File: config.mk
export PLATFORM = sky130hd
export DESIGN_NAME = board_printer
export DESIGN_NICKNAME = d
export VERILOG_FILES = /design/src/rtl/board_printer.sv
export SDC_FILE = /design/constraint.sdc
export NUM_CORES = 1
export LEC_CHECK = 0
export CORE_ASPECT_RATIO = 0.7
export CORE_MARGIN = 2
export CORE_UTILIZATION = 35
export DETAILED_ROUTE_END_ITERATION = 16
export GPL_ROUTABILITY_DRIVEN = 1
export HOLD_SLACK_MARGIN = 0.1
export PLACE_DENSITY = 0.58
export SETUP_SLACK_MARGIN = 0.4
export SYNTH_ARGS = -nofsm -noshare
export SYNTH_HDL_FRONTEND = slang
export SYNTH_SLANG_ARGS = --single-unit
File: constraint.sdc
create_clock -name clk -period 7.8 [get_ports clk]
set_input_delay 1.17 -clock clk [delete_from_list [all_inputs] [get_ports clk]]
set_output_delay 1.17 -clock clk [all_outputs]
set_load 0.1 [all_outputs]
File: src/rtl/board_printer.sv
// Serializes an N x N tile-exponent board plus score into an ASCII frame,
// one byte per valid/ready handshake, with a shared sequential BCD converter.
module board_printer #(
  parameter int N            = 4,
  parameter int TILE_W       = 4,
  parameter int CELL_CHARS   = 6,
  parameter int SCORE_W      = 21,
  parameter int SCORE_DIGITS = 7,
  parameter int CLEAR_SCREEN = 1
) (
  input  logic                    clk,
  input  logic                    rst,
  input  logic                    start,
  input  logic [N*N*TILE_W-1:0]   board,
  input  logic [SCORE_W-1:0]      score,
  output logic [7:0]              char_out,
  output logic                    char_valid,
  input  logic                    char_ready,
  output logic                    busy,
  output logic                    done
);
  localparam int TV   = (1 << TILE_W) - 1;
  localparam int VW   = (TV > SCORE_W) ? TV : SCORE_W;
  localparam int D    = (VW * 302 + 999) / 1000 + 1;
  localparam int MF0  = (CELL_CHARS > SCORE_DIGITS) ? CELL_CHARS : SCORE_DIGITS;
  localparam int MAXF = (MF0 > 7) ? MF0 : 7;
  localparam int IW   = $clog2(MAXF);
  localparam int CW   = $clog2(VW + 1);
  localparam int RW   = (N > 1) ? $clog2(N) : 1;
  localparam logic [55:0] LABEL = "Score: ";

  typedef enum logic [3:0] {IDLE, SNAP, CLR, CONV, CELL, EOL, LBL, SCONV, SDIG, FEOL, DONE} state_t;

  state_t                state, state_n;
  logic [IW-1:0]         idx, idx_n;
  logic [RW-1:0]         row, row_n, col, col_n;
  logic [CW-1:0]         cnt;
  logic [N*N*TILE_W-1:0] board_q, src;
  logic [SCORE_W-1:0]    score_q;
  logic [VW-1:0]         bin, ld_val;
  logic [D*4-1:0]        bcd;
  logic [TILE_W-1:0]     cur_e, ld_e;
  logic                  ld, ld_score, xfer;
  logic [7:0]            ch;
  int                    ndig, ii, p;

  function automatic logic [D*4+VW-1:0] dd_step(input logic [D*4-1:0] b, input logic [VW-1:0] v);
    logic [D*4-1:0] t;
    t = b;
    for (int i = 0; i < D; i++)
      if (t[i*4 +: 4] >= 4'd5) t[i*4 +: 4] = t[i*4 +: 4] + 4'd3;
    return {t, v} << 1;
  endfunction

  assign xfer  = char_valid & char_ready;
  assign cur_e = board_q[(int'(row) * N + int'(col)) * TILE_W +: TILE_W];
  // The first field is loaded while leaving SNAP, before board_q has settled.
  assign src   = (state == SNAP) ? board : board_q;
  assign ld_e  = src[(int'(row_n) * N + int'(col_n)) * TILE_W +: TILE_W];

  always_comb begin
    ld_val = '0;
    if (ld_score)        ld_val = VW'(score_q);
    else if (ld_e != '0) ld_val = VW'(1) << ld_e;
  end

  always_comb begin
    ndig = 1;
    for (int i = 0; i < D; i++)
      if (bcd[i*4 +: 4] != 4'd0) ndig = i + 1;
  end

  always_comb begin
    state_n  = state;
    idx_n    = idx;
    row_n    = row;
    col_n    = col;
    ld       = 1'b0;
    ld_score = 1'b0;
    case (state)
      IDLE: if (start) begin
        state_n = SNAP; idx_n = '0; row_n = '0; col_n = '0;
      end
      SNAP: if (CLEAR_SCREEN != 0) state_n = CLR;
            else begin state_n = CONV; ld = 1'b1; end
      CLR: if (xfer) begin
        if (idx == IW'(6)) begin idx_n = '0; state_n = CONV; ld = 1'b1; end
        else idx_n = idx + 1'b1;
      end
      CONV:  if (cnt == CW'(VW - 1)) state_n = CELL;
      CELL: if (xfer) begin
        if (idx == IW'(CELL_CHARS - 1)) begin
          idx_n = '0;
          if (col == RW'(N - 1)) begin col_n = '0; state_n = EOL; end
          else begin col_n = col + 1'b1; state_n = CONV; ld = 1'b1; end
        end else idx_n = idx + 1'b1;
      end
      EOL: if (xfer) begin
        if (idx == IW'(1)) begin
          idx_n = '0;
          if (row == RW'(N - 1)) state_n = LBL;
          else begin row_n = row + 1'b1; state_n = CONV; ld = 1'b1; end
        end else idx_n = idx + 1'b1;
      end
      LBL: if (xfer) begin
        if (idx == IW'(6)) begin idx_n = '0; state_n = SCONV; ld = 1'b1; ld_score = 1'b1; end
        else idx_n = idx + 1'b1;
      end
      SCONV: if (cnt == CW'(VW - 1)) state_n = SDIG;
      SDIG: if (xfer) begin
        if (idx == IW'(SCORE_DIGITS - 1)) begin idx_n = '0; state_n = FEOL; end
        else idx_n = idx + 1'b1;
      end
      FEOL: if (xfer) begin
        if (idx == IW'(1)) begin idx_n = '0; state_n = DONE; end
        else idx_n = idx + 1'b1;
      end
      DONE:    state_n = IDLE;
      default: state_n = IDLE;
    endcase
  end

  // Output byte is a pure function of registered state, so it holds through stalls.
  always_comb begin
    ch = 8'h00;
    ii = int'(idx);
    p  = 0;
    case (state)
      CLR: case (ii)
        0, 4:    ch = 8'h1B;
        1, 5:    ch = 8'h5B;
        2:       ch = 8'h32;
        3:       ch = 8'h4A;
        default: ch = 8'h48;
      endcase
      CELL: begin
        p = CELL_CHARS - 1 - ii;
        if (cur_e == '0)                ch = (ii == CELL_CHARS - 1) ? 8'h2E : 8'h20;
        else if (ndig > CELL_CHARS - 1) ch = 8'h23;
        else if (p < ndig)              ch = {4'h3, 4'(bcd >> (4 * p))};
        else                            ch = 8'h20;
      end
      EOL, FEOL: ch = (ii == 0) ? 8'h0D : 8'h0A;
      LBL:       ch = LABEL[(6 - ii) * 8 +: 8];
      SDIG: begin
        p = SCORE_DIGITS - 1 - ii;
        if (ndig > SCORE_DIGITS) ch = 8'h23;
        else if (p < ndig)       ch = {4'h3, 4'(bcd >> (4 * p))};
        else                     ch = 8'h20;
      end
      default: ch = 8'h00;
    endcase
  end

  assign char_out   = ch;
  assign char_valid = (state == CLR) || (state == CELL) || (state == EOL) ||
                      (state == LBL) || (state == SDIG) || (state == FEOL);
  assign busy       = (state != IDLE) && (state != DONE);
  assign done       = (state == DONE);

  always_ff @(posedge clk) begin
    if (!rst) begin
      state   <= IDLE;
      idx     <= '0;
      row     <= '0;
      col     <= '0;
      cnt     <= '0;
      board_q <= '0;
      score_q <= '0;
      bin     <= '0;
      bcd     <= '0;
    end else begin
      state <= state_n;
      idx   <= idx_n;
      row   <= row_n;
      col   <= col_n;
      if (state == SNAP) begin
        board_q <= board;
        score_q <= score;
      end
      if (ld) begin
        bin <= ld_val;
        bcd <= '0;
        cnt <= '0;
      end else if (state == CONV || state == SCONV) begin
        {bcd, bin} <= dd_step(bcd, bin);
        cnt        <= cnt + 1'b1;
      end
    end
  end
endmodule

==> results of run 1 <==
cells by family (layout without fill, tap and decap cells):
logic type               count (synthesis)  in the layout  share of synthesized area [%]
multiplexers                            48             48                          7.191
buffers and inverters                  126            176                          5.074
other                                    1              1                        0.03755
AO/OA/AOI/OAI                          353            353                          24.33
adder cells (fa/ha/maj)                 35             35                          4.385
AND/OR/NAND/NOR                        563            563                          26.53
XOR/XNOR                                18             18                          1.579
flip-flops                             154            154                          30.87
sequential cells by signal, summed over array words and instances, names as in the netlist:
signal	count
bcd	32
score_q	21
bin	21
cnt	5
state	4
row	2
col	2
board_q	64
idx	3
final timing paths:
kind | endpoint | from | slack [ps]
hold reg to reg | bcd[0] | bin[20] | 460
setup reg to reg | bin[13] | idx[0] | 3120
hold / removal | bcd[0] | bin[20] | 460
setup / recovery | char_out[2] | idx[1] | 1820
metrics by stage:
stage	cells	worst slack, ps
final	1719	1825
after global routing	1719	1471
after CTS	1719	1810
after detailed placement	1687	2318
after global placement	1687	2444
after floorplan	1298	2024
per-layer routing:
metal / vias to the layer above / wire length, um / GRT usage (%)
met5: - / 8 / 0
met4: 2 / 341 / 4.357
met3: 31 / 3837 / 8.397
met2: 434 / 12400 / 27.49
met1: 4636 / 16820 / 35.96
li1: 4725 / - / -
cell usage after synthesis, types with 19 or more instances:
cell,n,share of area (%)
a21boi_0,91,6.8
dfxtp_1,154,31
and3_1,23,1.4
nor3_1,21,1.1
nor4_1,26,1.6
ha_1,35,4.4
a211oi_1,19,1.4
clkbuf_1,81,3.0
nor2_1,89,3.3
mux2i_1,26,2.6
a21oi_1,76,3.8
o21ai_0,60,3.0
nand3_1,40,2.0
nand2_1,277,10
inv_1,26,0.98
layout make-up:
type	instances	area [um2]	area share, %
flip-flops and latches	154	3083	26.27
multi-input cells	1018	6411	54.62
inverters	28	105.1	0.8954
clock inverters	11	112.6	0.9594
repair buffers	116	1111	9.466
well taps	371	464.2	3.955
clock buffers	21	450.4	3.838
report_power, final:
part	switching [W]	internal [W]
Clock	0.000368	0.000452
Sequential	0.000122	0.000910
Combinational	0.000732	0.000372
Total	0.00122	0.00173
worst max-delay path, stage by stage, from the launching register on:
cell and delay, ps:
dfxtp_1 480, clkinv_1 370, ha_1 740, inv_1 240, ha_1 340, o21a_1 110, o21a_1 160, o21ai_0 270
nand2_1 150, o31ai_1 310, clkdlybuf4s50_1 1190
==> summary.md, run 1 <==
| Metric | Value |
|---|---|
| Final min period | 5975 ps |
| CTS Buffer Depth | 2 |
| Synth warn | 0 |
| Die area | 29,920 um2 |
| Hold WC Path Type | reg2reg |
| Detail Route Antenna Nets | 0 |
| Crit path kind | reg2out |
| Drt via density | 5.717 |
| Nets | 1,459 |
| Synth unique cells | 76 |
| Hold buffer count at cts | 0 |
| Final hold slack | 457.7 ps |
| Placed Area | 11,170 um2 |
| Root buffer cell | clkbuf_16 |
| First-pass GRT wire length | 52.41 mm |
| Post CTS Setup Buffer Count | 0 |
| Async S/R FF share, synth | 0% |
| Peak VDD IR | 0.1959 mV |
| Slew HR | 34.30% |
| Slew Viols, Final | 0 |
| Syn Inst Count | 1,298 |
| CP Launch Type | register |
| Final setup fails | 0 |
| Syn nets | 1,422 |
| WHS Path Cells | 2 |
| Port bufs | 98 |
| Vias in the first global route | 8,921 |
| Fmax | 167.4 MHz |
| Starting Density | 35.73% |
| Global Route Usage Sum | 22.46% |
| Initial antenna violation count | 1 |
| Grt ovf | 0 |
| Initial DRC Count | 1,110 |
| Leak pwr | 4.184 nW |
| Layout Utilization | 42.00% |
| Max Cap Viol | 0 |
| Outcome | complete, no violations |
| Cell Area, Synth | 9987 um2 |
| Top Ports | 100 |
| Reg clk slew, reported paths | 70 ps |
| Die height | 145.3 um |
| Share of layout cells above drive strength 1 | 6.751% |
| Most common cell after layout, fill and taps aside | nand2_1 |
| Post-CTS sizing | 0 |
| Final instance area | 11,740 um2 |
| Hold Fails Final Rpt | 0 |
| CP Data Required Time | 6630 ps |
| Post-synth EDFFs | 0 |
| Highest-count cells in the layout ignoring fill and taps | 276 x nand2_1, 154 x dfxtp_1, 97 x clkdlybuf4s50_1, 91 x a21boi_0, 88 x nor2_1 |
| Fill cells | 2,828 |
| ANT cells | 0 |
| Total negative slack | 0 ps |
| Ys flop type | dfxtp_1 |
| CTS H-Tree Depth | 4 |
| Register bit total from synthesis | 154 |
| Clk_lat worst skew | 450 ps |
| Area grow syn2layout | 17.53% |
| RePlAce Congestion | 0.9334 |
| RSZ-0062 raised after global routing | false |
| Slew @ Worst Pin | 982.4 ps |
| Drt drc | 0 |
| Clk sink count | 154 |
| Crit end category | output port |
| Worst-path maximum fanout | 11 |
| PwrDens | 251.9 nW/um2 |
| Via count | 9,828 |
| CTS Buf Count | 17 |
| Post-DP HPWL | 24.21 mm |
| Worst Clk Skew | 9.059 ps |
| First-pass DRT Iterations | 5 |
| Total Routed Length | 33.41 mm |
| Total power | 0.002956 W |
| Routed len/inst | 19.44 um |
| DIE WIDTH | 205.9 um |
| Largest net degree at the start of global routing | 79 |
| Final period util | 76.61% |
| Placeable Area | 27,950 um2 |
| CTS tree | built |
| Number of cell rows | 51 |
| Crit path DAT | 4810 ps |
| Register area share after synthesis | 30.87% |
| Syn Area/Cell | 7.694 um2 |
| Reg2reg path depth | 12 |
Power figures use the tool's default switching activity.
==> run 2, diff against run 1 <==
clock period = 5.6 ns   (was 7.8 ns; I/O delays follow)
==> run 2 against run 1 <==
Compared with the run above:
- utilization rose by 0.39 points
- power rose by 42%
- sequential share of layout area fell by 0.24 points
- die area did not move
- critical path type unchanged
==> summary.md, run 2 (synthesized netlist as in run 1, its figures left out) <==
| Metric | Value |
|---|---|
| Outcome | complete, no violations |
| Final period util | 85.71% |
| Register area | 3083 um2 (unchanged) |
| CP Data Required Time | 4760 ps (-1870 ps) |
| Post CTS Setup Buffer Count | 0 (unchanged) |
| Max reg flops | 64 (unchanged) |
| PwrDens | 354.5 nW/um2 (+41%) |
| Initial antenna violation count | 0 (-1) |
| Sw power | 0.001709 W (+40%) |
| Reg clk slew, reported paths | 60 ps (about the same) |
| Root buffer cell | clkbuf_16 |
| Highest-count cells in the layout ignoring fill and taps | 276 x nand2_1, 154 x dfxtp_1, 91 x a21boi_0, 90 x clkdlybuf4s50_1, 88 x nor2_1 |
| Final instance area | 11,850 um2 (+0.93%) |
| Area grow syn2layout | 18.62% |
| Slew HR | 34.77% (+0.47 points) |
| Total Routed Length | 33.46 mm (+0.14%) |
| Placeable Area | 27,950 um2 (unchanged) |
| Hold buffer count at cts | 0 (unchanged) |
| Hold WC Path Type | reg2reg |
| Multi-input logic area | 6419 um2 (+0.12%) |
| Crit path kind | reg2out |
| Sequential fraction of design power | 34.4% (-0.5 points) |
| RePlAce Congestion | 0.9739 (+4.3%) |
| CTS H-Tree Depth | 4 (unchanged) |
| Port bufs | 98 (unchanged) |
| Slew Viols, Final | 0 (unchanged) |
| Slew @ Worst Pin | 975.3 ps (-7.025 ps) |
| Nets | 1,466 (+0.48%) |
| RSZ-0062 raised after global routing | false |
| Via count | 9,768 (-0.61%) |
| Crit path DAT | 3960 ps (-850 ps) |
| Number of cell rows | 51 (unchanged) |
| Clk sink count | 154 (unchanged) |
| Grt ovf | 0 (unchanged) |
| Detail Route Antenna Nets | 0 (unchanged) |
| Crit end category | output port |
| Drt via density | 5.663 (-0.96%) |
| Gate power share | 37.4% (about the same) |
| CTS Buf Count | 17 (unchanged) |
| CP Launch Type | register |
| Initial DRC Count | 1,092 (-1.6%) |
| First-pass DRT Iterations | 8 (+3) |
| Worst-path maximum fanout | 11 (unchanged) |
| WHS Path Cells | 2 (unchanged) |
| Clk_lat worst skew | 460 ps (about the same) |
| Starting Density | 35.73% (unchanged) |
| Leak pwr | 4.272 nW (+2.1%) |
| CTS Buffer Depth | 2 (unchanged) |
| Peak VDD IR | 0.1845 mV (-5.8%) |
| DIE WIDTH | 205.9 um (unchanged) |
| Total negative slack | 0 ps (unchanged) |
| Die area | 29,920 um2 (unchanged) |
| Die height | 145.3 um (unchanged) |
| Final min period | 4800 ps |
| ANT cells | 0 (unchanged) |
| Fill cells | 2,809 (-0.67%) |
| Final setup fails | 0 (unchanged) |
| Share of layout cells above drive strength 1 | 7.976% (+1.2 points) |
| Worst Clk Skew | 11.16 ps (+2.097 ps) |
| Largest net degree at the start of global routing | 79 (unchanged) |
| First-pass GRT wire length | 52.28 mm (-0.24%) |
| Placed Area | 11,260 um2 (+0.81%) |
| Reg with most FFs | board_q |
| Drt drc | 0 (unchanged) |
| Hold Fails Final Rpt | 0 (unchanged) |
| CTS tree | built |
| Largest regs | board_q (64), bcd (32) |
| Vias in the first global route | 8,973 (+0.58%) |
| Most common cell after layout, fill and taps aside | nand2_1 |
| Post-DP HPWL | 24.48 mm (+1.1%) |
| Clock Power Share | 28.2% (+0.5 points) |
| Fmax | 208.3 MHz |
| Top Ports | 100 (unchanged) |
| Max Cap Viol | 0 (unchanged) |
| Internal power | 0.002491 W (+44%) |
| Routed len/inst | 19.40 um (-0.21%) |
| Switching Fraction | 40.68% (-0.64 points) |
| Global Route Usage Sum | 22.46% (about the same) |
| Reg2reg path depth | 10 (-2) |
==> run 2: cell count changes in the layout (fill, tap and decap cells not counted), moves of 2 or more <==
| cell | delta |
|---|---|
| clkdlybuf4s50_1 | -7 |
| buf_4 | +10 |
| clkinvlp_4 | -4 |
| buf_12 | +4 |
| clkbuf_1 | -2 |
| clkinv_2 | +3 |
==> run 2: timing repair <==
item	CTS	global route
hold endpoints to repair	0	0
setup endpoints to repair	0	1
gates resized for setup	0	1
==> run 2: through the flow <==
step / utilization [%] / hold WS, ps / total power, W / cells / setup WS (ps)
finish: 42.39 / 465.6 / 0.004200 / 1725 / 800.3
global route: 42.39 / 486.7 / 0.004430 / 1725 / 573.5
detailed placement: 40.30 / 454.7 / 0.003013 / 1694 / 797.0
floorplan: - / 428.7 / 0.002473 / 1298 / 581.4
CTS: 42.38 / 465.8 / 0.004192 / 1725 / 684.7
global placement: 40.30 / 444.7 / 0.003006 / 1694 / 848.8
==> run 2: routing by layer <==
layer / share of wire, % / global-route usage [%]
met3: 9.4 / 7.098
met1: 51 / 35.62
met2: 38 / 28.33
met4: 1.5 / 5.607
met5: 0 / 0
==> run 2: path summary, 6_finish.rpt <==
path	from	endpoint	slack, ps
min	bin[20]	bcd[0]	470
max	idx[1]	char_out[0]	800
max reg2reg	state[2]	bin[1]	1130
min reg2reg	bin[20]	bcd[0]	470
==> run 2: critical path: stages, from the launching register on <==
cell and delay, ps:
dfxtp_1 500, clkinv_1 420, ha_2 680, inv_1 210, ha_1 330, o21a_1 110
o21a_1 160, o21ai_0 330, nand2_1 180, o2111ai_1 360, buf_12 220
==> run 2: final cells by class <==
class / count / share of cell area [%]
multi-input combinational: 1018 / 54.18
sequential: 154 / 26.02
timing repair buffer: 123 / 10.10
tap: 371 / 3.918
clock buffer: 19 / 3.739
clock inverter: 12 / 1.151
inverter: 28 / 0.8872
==> run 2: power groups by stage <==
stage	sequential (W)	combinational (W)	clock, W
final	0.00144	0.00157	0.00118
after global routing	0.00146	0.00172	0.00124
after CTS	0.00144	0.00156	0.00120
after detailed placement	0.00146	0.00155	0
after global placement	0.00146	0.00155	0
after floorplan	0.00138	0.00110	0
==> run 3, diff against run 2 <==
clock period = 4.94 ns   (was 5.6 ns; I/O delays follow)
==> run 3 against run 2 <==
Compared with the run above:
- power increased by 14%
- clock skew increased by 2.9 ps
- clock power increased by 13%
- utilization increased by 0.55 points
- combinational power increased by 15%
- cell count increased by 0.64%
- global-route usage increased by 0.11 points
- worst hold slack got worse by 2.1 ps
- largest cell class unchanged
==> summary.md, run 3 (synthesized netlist as in run 1, its figures left out) <==
| Metric | Value |
|---|---|
| Outcome | complete, no violations |
| Total negative slack | 0 ps (unchanged) |
| Max Cap Viol | 0 (unchanged) |
| Die area | 29,920 um2 (unchanged) |
| PwrDens | 399.1 nW/um2 (+13%) |
| Total Routed Length | 33.63 mm (+0.51%) |
| Detail Route Antenna Nets | 0 (unchanged) |
| Hold WC Path Type | reg2reg |
| Crit path DAT | 3590 ps (-370 ps) |
| Most common cell after layout, fill and taps aside | nand2_1 |
| Cell count after placement | 1,705 (+0.65%) |
| First-pass GRT wire length | 52.50 mm (+0.42%) |
| Met2 WL | 12.85 mm (+1.7%) |
| Nets | 1,477 (+0.75%) |
| RePlAce Congestion | 0.9803 (+0.66%) |
| Highest-count cells in the layout ignoring fill and taps | 276 x nand2_1, 152 x dfxtp_1, 91 x a21boi_0, 90 x clkdlybuf4s50_1, 88 x nor2_1 |
| Slew Viols, Final | 0 (unchanged) |
| Number of cell rows | 51 (unchanged) |
| Slew @ Worst Pin | 975.5 ps (+0.1476 ps) |
| CP Launch Type | register |
| Global Route Usage Sum | 22.57% (+0.11 points) |
| Worst-path maximum fanout | 12 (+1) |
| Max Used Layer | met5 |
| Root buffer cell | clkbuf_16 |
| Final min period | 4336 ps |
| Gate power share | 37.8% (+0.4 points) |
| DIE WIDTH | 205.9 um (unchanged) |
| Area grow syn2layout | 20.16% |
| Final period util | 87.77% |
| Reg-to-reg startpoint | state[3] |
| Via count | 9,883 (+1.2%) |
| Worst R2R Setup Slack | 710 ps (-420 ps) |
| Drt drc | 0 (unchanged) |
| Port bufs | 98 (unchanged) |
| CTS tree | built |
| First-pass DRT Iterations | 5 (-3) |
| Internal power | 0.002838 W (+14%) |
| CTS H-Tree Depth | 4 (unchanged) |
| WHS Path Cells | 2 (unchanged) |
| Post-DP HPWL | 24.62 mm (+0.55%) |
| Peak VDD IR | 0.2428 mV (+32%) |
| Met1 wire length | 17.19 mm (+0.18%) |
| Clock Power Share | 27.8% (-0.4 points) |
| Starting Density | 35.73% (unchanged) |
| Final cell count without fillers | 1,736 (+0.64%) |
| Largest net degree at the start of global routing | 98 (+24%) |
| CP Data Required Time | 4200 ps (-560 ps) |
| Fmax | 230.6 MHz |
| Hold path start | score_q[18] |
| Final setup fails | 0 (unchanged) |
| Crit-path cells | mux4_2 > mux4_2 > or3_1 > or3_1 > o2111a_1 > o31ai_2 > buf_12 |
| Crit path kind | reg2out |
| CTS Buf Count | 17 (unchanged) |
| Reg with most FFs | board_q |
| ANT cells | 0 (unchanged) |
| Max incr delay on CP | 650 ps (-30 ps) |
| CP Capture Point | char_out[2] |
| Initial antenna violation count | 0 (unchanged) |
| Crit end category | output port |
| Placed Area | 11,400 um2 (+1.2%) |
| Routed len/inst | 19.37 um (-0.13%) |
| Crit. Startpoint | col[1] |
| Hold buffer count at cts | 0 (unchanged) |
| Top Ports | 100 (unchanged) |
| Clk_lat worst skew | 450 ps (about the same) |
| Reg clk slew, reported paths | 70 ps (about the same) |
| Metal3 WL | 3.224 mm (+2.0%) |
| Initial DRC Count | 913 (-16%) |
| Clk sink count | 154 (unchanged) |
| Max reg flops | 64 (unchanged) |
| Drt via density | 5.693 (+0.54%) |
| Largest regs | board_q (64), bcd (32) |
| Slew HR | 34.76% (about the same) |
| Share of layout cells above drive strength 1 | 9.084% (+1.1 points) |
| Reg2reg end | bin[12] |
| Worst Clk Skew | 14.04 ps (+2.887 ps) |
| Grt ovf | 0 (unchanged) |
| Final instance area | 12,000 um2 (+1.3%) |
| Hold Fails Final Rpt | 0 (unchanged) |
| Placeable Area | 27,950 um2 (unchanged) |
| Switching Fraction | 40.74% (+0.055 points) |
| Reg2reg path depth | 11 (+1) |
| Vias in the first global route | 8,906 (-0.75%) |
| RSZ-0062 raised after global routing | false |
| Sw power | 0.001951 W (+14%) |
| CTS Buffer Depth | 2 (unchanged) |
| Sequential fraction of design power | 34.4% (about the same) |
| Die height | 145.3 um (unchanged) |
| Worst path slowest cell | mux4_2 |
| Leak pwr | 4.351 nW (+1.9%) |
| Total power | 0.004789 W (+14%) |
-- run 3: per-stage QoR --
step / setup WS [ps] / utilization (%) / hold WS, ps
6_report: 604.1 / 42.94 / 463.5
3_5_place_dp: 299.0 / 40.80 / 448.2
3_3_place_gp: 392.8 / 40.80 / 443.1
2_1_floorplan: 430.8 / - / 428.7
4_1_cts: 482.2 / 42.86 / 459.3
5_1_grt: 419.8 / 42.94 / 496.8
-- run 3: cell type report --
cell class | instances | area [um2]
timing repair buffer | 134 | 1329
inverter | 28 | 106.4
multi-input combinational | 1018 | 6444
fill | 2795 | 15950
clock buffer | 19 | 432.9
tap | 371 | 464.2
clock inverter | 12 | 138.9
sequential | 154 | 3085
-- run 3: repair_timing --
action	CTS	global route
setup endpoints to repair	1	4
buffers inserted	0	0
resized for setup	1	6
-- run 3: layer usage --
metal	vias to the layer above	global-route usage, %
met5	-	2.435
met4	2	3.607
met3	31	7.344
met2	393	29.11
met1	4694	35.71
li1	4763	-
-- run 3: worst min path at each step --
stage | to | slack (ps)
2_1_floorplan | bcd[0] | 430
3_3_place_gp | bcd[0] | 440
3_5_place_dp | bcd[0] | 450
4_1_cts | bcd[0] | 460
5_1_grt | bin[17] | 500
6_report | score_q[18] | 460
-- run 3: power groups by stage --
stage                     clock [W]  sequential (W)  combinational, W
after global routing        0.00141         0.00167           0.00196
after global placement            0         0.00167           0.00177
after detailed placement          0         0.00166           0.00178
after CTS                   0.00136         0.00164           0.00179
after floorplan                   0         0.00156           0.00125
final                       0.00133         0.00165           0.00181
-- run 3: critical path, delay by kind of cell, from the launching register on --
| kind | cells | cell delay, ps |
|---|---|---|
| muxes | 2 | 1210 |
| and+or+nand+nor | 2 | 740 |
| DFF | 1 | 600 |
| AOI/OAI and AO/OA | 2 | 380 |
| buffers and inverters | 1 | 220 |
